$ cat src/rtl/mem_bus_master.sv
// Purpose: single-transfer memory bus master with a four-phase strobe/ack handshake and a per-phase timeout.
// Latency: done pulses 4 cycles and ready returns 6 cycles after acceptance, given acks registered one cycle after each strobe.
// Backpressure: req is accepted only while ready is high. Each phase waits on its ack for at most TIMEOUT cycles.
//
// Ports:
//   clk, rst_b         clock, asynchronous active-low reset
//   req, we            transfer request, write(1)/read(0) qualifier
//   addr, wdata        word address and write data, latched on acceptance
//   ready              idle and able to accept req
//   done, err          one-cycle completion pulse, one-cycle timeout pulse
//   rdata              last successfully read word
//   cb_out, cb_in      strobes [0]=addr-reg write, [1]=mem write, [2]=mem output-enable, and their acks
//   ab, dob, dib       address bus, data to memory, data from memory
module mem_bus_master #(
  parameter int TIMEOUT = 16
) (
  input  logic        clk,
  input  logic        rst_b,
  input  logic        req,
  input  logic        we,
  input  logic [31:0] addr,
  input  logic [31:0] wdata,
  output logic        ready,
  output logic        done,
  output logic        err,
  output logic [31:0] rdata,
  output logic [2:0]  cb_out,
  input  logic [2:0]  cb_in,
  output logic [31:0] ab,
  output logic [31:0] dob,
  input  logic [31:0] dib
);

  localparam logic [1:0] IDLE  = 2'd0;
  localparam logic [1:0] ADDR  = 2'd1;
  localparam logic [1:0] DATA  = 2'd2;
  localparam logic [1:0] CLEAR = 2'd3;

  localparam int CW = (TIMEOUT < 2) ? 1 : $clog2(TIMEOUT + 1);
  localparam logic [CW-1:0] LAST_WAIT = CW'(TIMEOUT - 1);

  logic [1:0]    state;
  logic [1:0]    state_nxt;
  logic [CW-1:0] count;
  logic          we_q;
  logic          timed_out;
  logic          done_nxt;
  logic          err_nxt;
  logic          rd_load;

  // The edge that would make the count equal TIMEOUT is the edge that aborts,
  // so a silent phase lasts exactly TIMEOUT cycles.
  assign timed_out = (count == LAST_WAIT);

  always_comb begin
    state_nxt = state;
    done_nxt  = 1'b0;
    err_nxt   = 1'b0;
    rd_load   = 1'b0;
    case (state)
      IDLE: begin
        if (req) state_nxt = ADDR;
      end
      ADDR: begin
        if (cb_in[0]) begin
          state_nxt = DATA;
        end else if (timed_out) begin
          state_nxt = CLEAR;
          done_nxt  = 1'b1;
          err_nxt   = 1'b1;
        end
      end
      DATA: begin
        // Only the ack matching the active strobe counts; the other bit is ignored.
        if (we_q ? cb_in[1] : cb_in[2]) begin
          state_nxt = CLEAR;
          done_nxt  = 1'b1;
          rd_load   = ~we_q;
        end else if (timed_out) begin
          state_nxt = CLEAR;
          done_nxt  = 1'b1;
          err_nxt   = 1'b1;
        end
      end
      CLEAR: begin
        if (cb_in == 3'b000) begin
          state_nxt = IDLE;
        end else if (timed_out) begin
          // Responder never released its acks: report it, but the transfer
          // itself already completed, so no second done.
          state_nxt = IDLE;
          err_nxt   = 1'b1;
        end
      end
      default: state_nxt = IDLE;
    endcase
  end

  always_ff @(posedge clk or negedge rst_b) begin
    if (!rst_b) begin
      state <= IDLE;
      count <= '0;
      we_q  <= 1'b0;
      ab    <= '0;
      dob   <= '0;
      rdata <= '0;
      done  <= 1'b0;
      err   <= 1'b0;
    end else begin
      state <= state_nxt;
      done  <= done_nxt;
      err   <= err_nxt;
      // Wait counter restarts on every state change and idles at zero.
      if ((state_nxt != state) || (state == IDLE)) begin
        count <= '0;
      end else begin
        count <= count + CW'(1);
      end
      // Request fields are captured only on acceptance and then held on the
      // buses until the next acceptance.
      if ((state == IDLE) && req) begin
        we_q <= we;
        ab   <= addr;
        dob  <= wdata;
      end
      if (rd_load) begin
        rdata <= dib;
      end
    end
  end

  assign ready = (state == IDLE);

  // Strobes decode straight from state so reset drops them immediately and
  // the write/read strobes are mutually exclusive by construction.
  always_comb begin
    cb_out = 3'b000;
    case (state)
      ADDR:    cb_out = 3'b001;
      DATA:    cb_out = we_q ? 3'b010 : 3'b100;
      default: cb_out = 3'b000;
    endcase
  end

endmodule
$ cat config.mk
export PLATFORM = sky130hd
export DESIGN_NAME = mem_bus_master
export DESIGN_NICKNAME = d
export VERILOG_FILES = /design/src/rtl/mem_bus_master.sv
export SDC_FILE = /design/constraint.sdc
export NUM_CORES = 1
export LEC_CHECK = 0
export BUFFER_PORTS_ARGS = -buffer_cell sky130_fd_sc_hd__buf_2
export CORE_MARGIN = 2
export CORE_UTILIZATION = 46
export DETAILED_ROUTE_END_ITERATION = 10
export HOLD_SLACK_MARGIN = 0.1
export PLACE_DENSITY_LB_ADDON = 0.1
export RECOVER_POWER = 100
export SLEW_MARGIN = 10
export SYNTH_ARGS = -nofsm -noshare
export SYNTH_HDL_FRONTEND = slang
export SYNTH_SLANG_ARGS = --single-unit
$ cat constraint.sdc
create_clock -name clk -period 2.9 [get_ports clk]
set_input_delay 0.435 -clock clk [delete_from_list [all_inputs] [get_ports clk]]
set_output_delay 0.435 -clock clk [all_outputs]
set_load 0.005 [all_outputs]
Word level (Yosys, flattened, before mapping)
Cells that the tools add are included.
W data, S select, Z words.
Word-level totals
  input bits: 103
  register bits: 106
  word-level logic and storage cells: 39
  output and inout port bits: 102
Operators by class
  reductions and logical operators: 4
  equality and inequality tests: 5
  add/subtract/negate cells: 1
  bitwise gates (word level): 1
  muxes and demuxes: 20
Operator list (number)
  $mux W2: 6
  $mux W1: 8
  $pmux W2 S4: 1
  $pmux W3 S2: 1
  $add A5 B1 Y5 const B: 1
  $eq A5 B4 Y1 const B: 1
  $mux W5: 1
  $eq A2 B2 Y1 const B: 2
  $logic_not A3 Y1: 1
  $mux W3: 1
  $pmux W1 S3: 1
  $eq A2 B1 Y1 const B: 1
  $logic_not A2 Y1: 1
  $ne A2 B2 Y1: 1
  $pmux W1 S2: 1
  $logic_and A1 B1 Y1: 1
  $logic_or A1 B1 Y1: 1
  $not A1 Y1: 1

Longest topological paths before layout
Gate-level depths: netlist (run 1).
  depth after elaboration: 7
  gate-level depth with buffers: 8
  mapped depth without buffers: 7

Worst setup path after synthesis (run 1)
No wires, ideal clock.
  path kind: flip-flop to flip-flop
  start: register count[0]
  end: register count[1]
  setup time: 0.094 ns
  required time: 2.806 ns
  arrival: 1.932 ns
  buffers on the path: 1
  path slack: 0.874 ns
  stages on the path, launching flop included: 9
  path through: dfrtp_1 ha_1 and3_1 ha_1 buf_6 nor3_1 a22oi_2 or3_4 a211oi_1
On the way
  cells in the longest elaborated chain, start to end: 7
RTL lines
  from (decl): RTL line 44  | logic [CW-1:0] count;
  from (signal assigned): RTL line 117  | count <= count + CW'(1);
  $eq A5 B4 Y1: RTL line 53  | assign timed_out = (count == LAST_WAIT);
  $mux W2 (on tied branches): RTL line 88, 67, 79
  $mux W2 (on tied branches): RTL line 86, 65, 75
  $pmux W2 S4: RTL line 60  | case (state)
  $ne A2 B2 Y1: RTL line 114  | if ((state_nxt != state) || (state == IDLE)) begin
  $logic_or A1 B1 Y1: RTL line 114
  $mux W5 (*): RTL line 114
Every way passes the cells marked *; elsewhere a longest branch is shown, timed or not.
A chain may end at the register's enable or synchronous reset.

Worst setup path in the final report (run 1)
  start: register state[0]
  end: register rdata[13]
On the way
  cells in the longest elaborated chain, start to end: 2
RTL lines
  from (decl): RTL line 42  | logic [1:0] state;
  from (signal assigned): RTL line 110  | state <= state_nxt;
  $eq A2 B2 Y1: RTL line 60
  $mux W1: RTL line 60
  to (signal assigned): RTL line 127  | rdata <= dib;
  to (decl): RTL line 26  | output logic [31:0] rdata,
No other way between the ends.

==> results.toml, run 1 <==
[route]
drc = 0
first_iter_violations = 55
wl_per_cell_um = 15.3
dr.pass1.iters = 4
num_vias = 2908
routed_via_density = 4.94
ant_nets = 0
wl_mm = 9.04

[logic_synthesis]
synth_nets = 378
synth_edf_count = 0
netlist.top_cell.by_area = "dfrtp_1"
yosysMostFrequentCell = "dfrtp_1"
synthMuxAreaShare_pct = 26.1
synth-compound-area-share_pct = 4.41
synthCells = 269
mappedNetlistArea_sq_um = 4230
synth.top_cell.area_share_pct = 62.7
syn_avg_cell_area_sq_um = 15.7
synth-simple-area-share_pct = 2.57
synthXorXnorAreaFrac_pct = 0.414
synthAdderAreaFrac_pct = 1.78
synth-seq-cells = 106
ys.warnings.count = 0
synth.distinct_cells = 37
ys_seq_area_share_pct = 62.7
synth_top_family_by_area = "multiplexers"
async_reset_ff_share_pct = 100
synthFlopType = "dfrtp_1"
netlist_top_cells_count = "106 x dfrtp_1, 97 x mux2_2, 8 x buf_2"
synthTopCellsByArea = "dfrtp_1 63%, mux2_2 26%, ha_1 1.8%"

[clock_tree]
cts_hold_buf = 0
clock-root-buffer = "clkbuf_8"
htree_levels = 3
cts_buffer_depth = 2
cts_resized = 0
clock_sinks = 106
clk_pin_slew_ps = 100
cts_tree = "done"
tritoncts.num_buffers = 9
post-cts-setup-buffers = 0
clkLatencyLatePin_ps = 360

[worst_setup_path]
endpoint_kind = "register"
worstPathMaxFanout = 32
critPathKind = "reg -> reg"
arrival_ps = 2600
startpoint_type = "register"
worstPathRequired_ps = 3140

[finish]
final_cells = 589
drive_gt1_share_pct = 54.7
diodes = 0
post-route-util_pct = 62.0
final_nets = 585
syn_to_final_growth_pct = 29.1

[timing]
setup_viol = 0
final_hold_viol_count = 0
skew_ps = 12.7
rsz0062_at_grt = "no"
period_minus_slack_ps = 2360
worstMarginPinSlew_ps = 880
post-route-period-util_pct = 81.5
fmax_mhz = 423
finalSetupTns_ps = 0
relSlewSlack_pct = 41.3
slew_viol_final = 0

[placed_design]
port-buffer-count = 204
dpl.hpwl_mm = 6.65
dp.cells = 573
gp_congestion = 0.799

[global_routing]
grt_max_degree = 107
grt_pass1_wl_mm = 14.5
grt_pass1_vias = 3057
overflow = 0
track_usage_pct = 18.4
antenna_found_initial = 0

[floorplan]
num_rows = 34
coreArea_sq_um = 8810
initial_core_util_pct = 48.0
dieArea_sq_um = 9970
ios = 205
die_h_um = 99.9
die_width_um = 99.9

[pwr]
p_leak_nw = 2.59
cellPowerDensity_nw_per_um2 = 992
peakVddDrop_uv = 469

[run]
drv_cap = 0

[worst_hold_path]
hold_class = "in -> async"

[status]
outcome = "finished, final reports clean"
[routing by layer]
metal  track usage [%]  wire length, um  vias to the layer above
li1                  -                -                     1367
met1              22.0             3600                     1420
met2              31.0             4540                      104
met3              6.62              669                       17
met4              6.43              227                        0
met5                 0                0                        -
[worst max-delay path: stages (launching register included)]
cell	delay, ps
dfrtp_1	480
inv_1	130
ha_1	280
inv_1	170
nor2_1	90
nand2_1	70
clkbuf_2	600
mux2_2	420
[cell type report]
class                           instances  area, sq um
Inverter                                7         26.3
Tap cell                              108          135
Fill cell                             772         3350
Clock inverter                          3         23.8
Clock buffer                           13          159
Timing Repair Buffer                  207          978
Sequential cell                       106         2650
Multi-Input combinational cell        145         1480
[flip-flops by register name, indices dropped and copies added (netlist names)]
register	count
ab	32
dob	32
rdata	32
count	5
state	2
done	1
err	1
we_q	1
[kinds of logic after synthesis]
| kind of cell | Yosys count |
|---|---|
| AND/OR/NAND/NOR | 19 |
| XOR/XNOR | 2 |
| buffers and inverters | 18 |
| AO/OA/AOI/OAI | 20 |
| adder cells (fa/ha/maj) | 6 |
| multiplexers | 98 |
| flip-flops | 106 |
[worst paths after layout]
check / startpoint / slack (ps) / depth (start not counted) / end
max: state[0] / 540 / 7 / rdata[13]
min in group clk: addr[25] / 300 / 2 / ab[25]
max in group asynchronous: rst_b / 2250 / 2 / dob[1]
max reg2reg: state[0] / 540 / 7 / rdata[13]
min reg2reg: count[0] / 490 / 1 / count[0]
min: rst_b / 170 / 2 / rdata[10]
[report_power, final]
part | internal, W | switching [W]
Combinational | 0.00115 | 0.000893
Sequential | 0.00218 | 0.000346
Clock | 0.000363 | 0.000484
Total | 0.00369 | 0.00172
[per-stage QoR]
stage                     setup WS [ps]  area, sq um  total power (W)  hold WS, ps
after floorplan                     874         4230          0.00372          139
after global placement              810         5380          0.00469          455
after detailed placement            723         5380          0.00478          484
after CTS                           693         5560          0.00563          153
after global routing                350         5460          0.00581          246
final                               538         5460          0.00541          171
[cells in the final DEF (no fill, tap or decap), types with 2 or more instances in the layout]
cell type,count
clkinvlp_4,2
inv_1,7
buf_2,142
nor3_1,3
clkbuf_2,3
o21a_1,2
clkbuf_8,11
a211oi_1,4
ha_1,6
mux2_2,97
or3_1,2
clkbuf_1,62
nand2b_1,2
dfrtp_1,106
o21ai_0,2
nand2_1,3
Note: power is estimated with default switching activity, not from simulation.
==> run 2: changes to the inputs <==
--- a/config.mk
+++ b/config.mk
@@ -7,7 +7,7 @@
 export LEC_CHECK = 0
 export BUFFER_PORTS_ARGS = -buffer_cell sky130_fd_sc_hd__buf_2
 export CORE_MARGIN = 2
-export CORE_UTILIZATION = 46
+export CORE_UTILIZATION = 41
 export DETAILED_ROUTE_END_ITERATION = 10
 export HOLD_SLACK_MARGIN = 0.1
 export PLACE_DENSITY_LB_ADDON = 0.1
==> constraint.sdc (replaced) <==
create_clock -name clk -period 1.9 [get_ports clk]
set_input_delay 0.285 -clock clk [delete_from_list [all_inputs] [get_ports clk]]
set_output_delay 0.285 -clock clk [all_outputs]
set_load 0.005 [all_outputs]
==> results.toml, run 2 (synthesis gave the netlist of run 1 again) <==
[status]
outcome = "finished with violations"
violations = "setup timing"

[timing]
rsz0062_at_grt = "yes"
setup_viol = 1
fmax_mhz = 525
holdWs_ps = 135
final_hold_viol_count = 0
slew_viol_final = 0
post-route-period-util_pct = 100
period_minus_slack_ps = 1900
worstMarginPinSlew_ps = 897
finalWorstSetupSlack_ps = -3.27
skew_ps = 16.3
relSlewSlack_pct = 40.2

[pwr]
cellPowerDensity_nw_per_um2 = 1510
clockPowerShare_pct = 14.9
p_sw_share_pct = 32.6
p_comb_share_pct = 40.6
netSwitchingPower_w = 0.00282
p_leak_nw = 2.71
power_frac_seq_pct = 44.4
peakVddDrop_uv = 900
p_int_w = 0.00583

[finish]
mostFrequentLayoutCell = "buf_2"
seq_area_sq_um = 2650
diodes = 0
multi_input_area_sq_um = 1570
final_cells = 631
top_regs = "ab x32, dob x32, rdata x32"
final_cell_mix = "152 x buf_2, 106 x dfrtp_1, 97 x mux2_2, 50 x clkbuf_1, 11 x buf_4"
syn_to_final_growth_pct = 35.3
final_nets = 599
stdcell_area_sq_um = 5720
fill_cells = 907
drive_gt1_share_pct = 60.8

[clock_tree]
clock-root-buffer = "clkbuf_8"
clkLatencyLatePin_ps = 370
htree_levels = 3
tritoncts.num_buffers = 9
cts_buffer_depth = 2
cts_tree = "done"
clk_pin_slew_ps = 110
clock_sinks = 106

[global_routing]
grt_pass1_wl_mm = 15.3
grt_pass1_vias = 3096
antenna_found_initial = 0
grt_max_degree = 59
overflow = 0
track_usage_pct = 17.6

[floorplan]
ios = 205
die_h_um = 106
die_width_um = 106
initial_core_util_pct = 41.5
coreArea_sq_um = 10200
dieArea_sq_um = 11100
num_rows = 37

[worst_setup_path]
startpoint_type = "register"
critPathKind = "reg -> reg"
r2r_slack_ps = -3
crit_slowest_cell = "or3_4"
reg2reg_from = "count[0]"
crit_chain = "ha_2 > and3_4 > ha_4 > nor3_4 > a22oi_2 > or3_4 > a211oi_2"
worstPathRequired_ps = 2180
critPathMaxStageDelay_ps = 430
arrival_ps = 2180
endpoint_kind = "register"
r2r_end = "count[4]"
ff2ff_path_depth = 7
critPathLaunch = "count[0]"
worstPathMaxFanout = 6

[route]
wl_per_cell_um = 15.4
wl_mm = 9.72
routed_via_density = 4.73
dr.pass1.iters = 4
ant_nets = 0
drc = 0
first_iter_violations = 80
num_vias = 2983

[worst_hold_path]
hold_path_end = "rdata[4]"
hp-start = "dib[4]"
hold_class = "in -> reg"
hold_path_depth = 2

[placed_design]
gp_congestion = 0.828
dpl.hpwl_mm = 7.21
port-buffer-count = 204
dp.cells = 609
dpl_cell_area_sq_um = 5540

[run]
drv_cap = 0
==> run 2: area by class of cell <==
type	instances	area share (%)
clock buffers	11	2.47
clock inverters	5	0.656
inverters	7	0.459
multi-input cells	145	27.4
flip-flops and latches	106	46.4
well taps	136	2.98
repair buffers	221	19.7
==> run 2: stage by stage <==
step | setup slack (ps) | utilization (%) | setup TNS (ps) | power (W)
floorplan | -12.7 | - | -640 | 0.00574
CTS | -11.9 | 56.6 | -11.9 | 0.00883
finish | -3.27 | 56.2 | -3.27 | 0.00866
global route | -77.2 | 56.2 | -281 | 0.00926
global placement | 52.8 | 54.4 | 0 | 0.00736
detailed placement | -16.2 | 54.4 | -20.1 | 0.00748
==> run 2: critical path, delay by kind of cell (launching register included) <==
family                     cells  cell delay, ps
DFF                            1             400
AOI/OAI and AO/OA              2             330
and+or+nand+nor                3             730
adders and majority gates      2             370
==> run 2: power groups by stage <==
stage,clock network [W],logic [W],registers (W)
after detailed placement,0,0.00360,0.00388
after CTS,0.00135,0.00364,0.00384
final,0.00129,0.00352,0.00385
after global routing,0.00144,0.00383,0.00399
after global placement,0,0.00355,0.00381
after floorplan,0,0.00176,0.00398
==> run 2: repair_timing <==
| action | CTS | global route |
|---|---|---|
| hold endpoints to repair | 33 | 0 |
| setup buffers | 3 | 2 |
| pin swaps | 4 | 10 |
| resized for setup | 2 | 5 |
| hold buffers | 1 | 0 |
| endpoints found under the setup margin | 3 | 7 |
==> run 2: worst max-delay path by stage <==
stage / cells after the start / to
2_1_floorplan: 6 / ab[0]
3_3_place_gp: 7 / count[1]
3_5_place_dp: 7 / count[0]
4_1_cts: 7 / count[0]
5_1_grt: 7 / count[3]
6_report: 7 / count[4]
==> run 2: routing by layer <==
layer / vias up / routed length (um) / GRT usage, %
li1: 1389 / - / -
met1: 1467 / 3690 / 21.2
met2: 106 / 5150 / 29.2
met3: 21 / 649 / 5.69
met4: 0 / 231 / 7.05
met5: - / 0 / 0
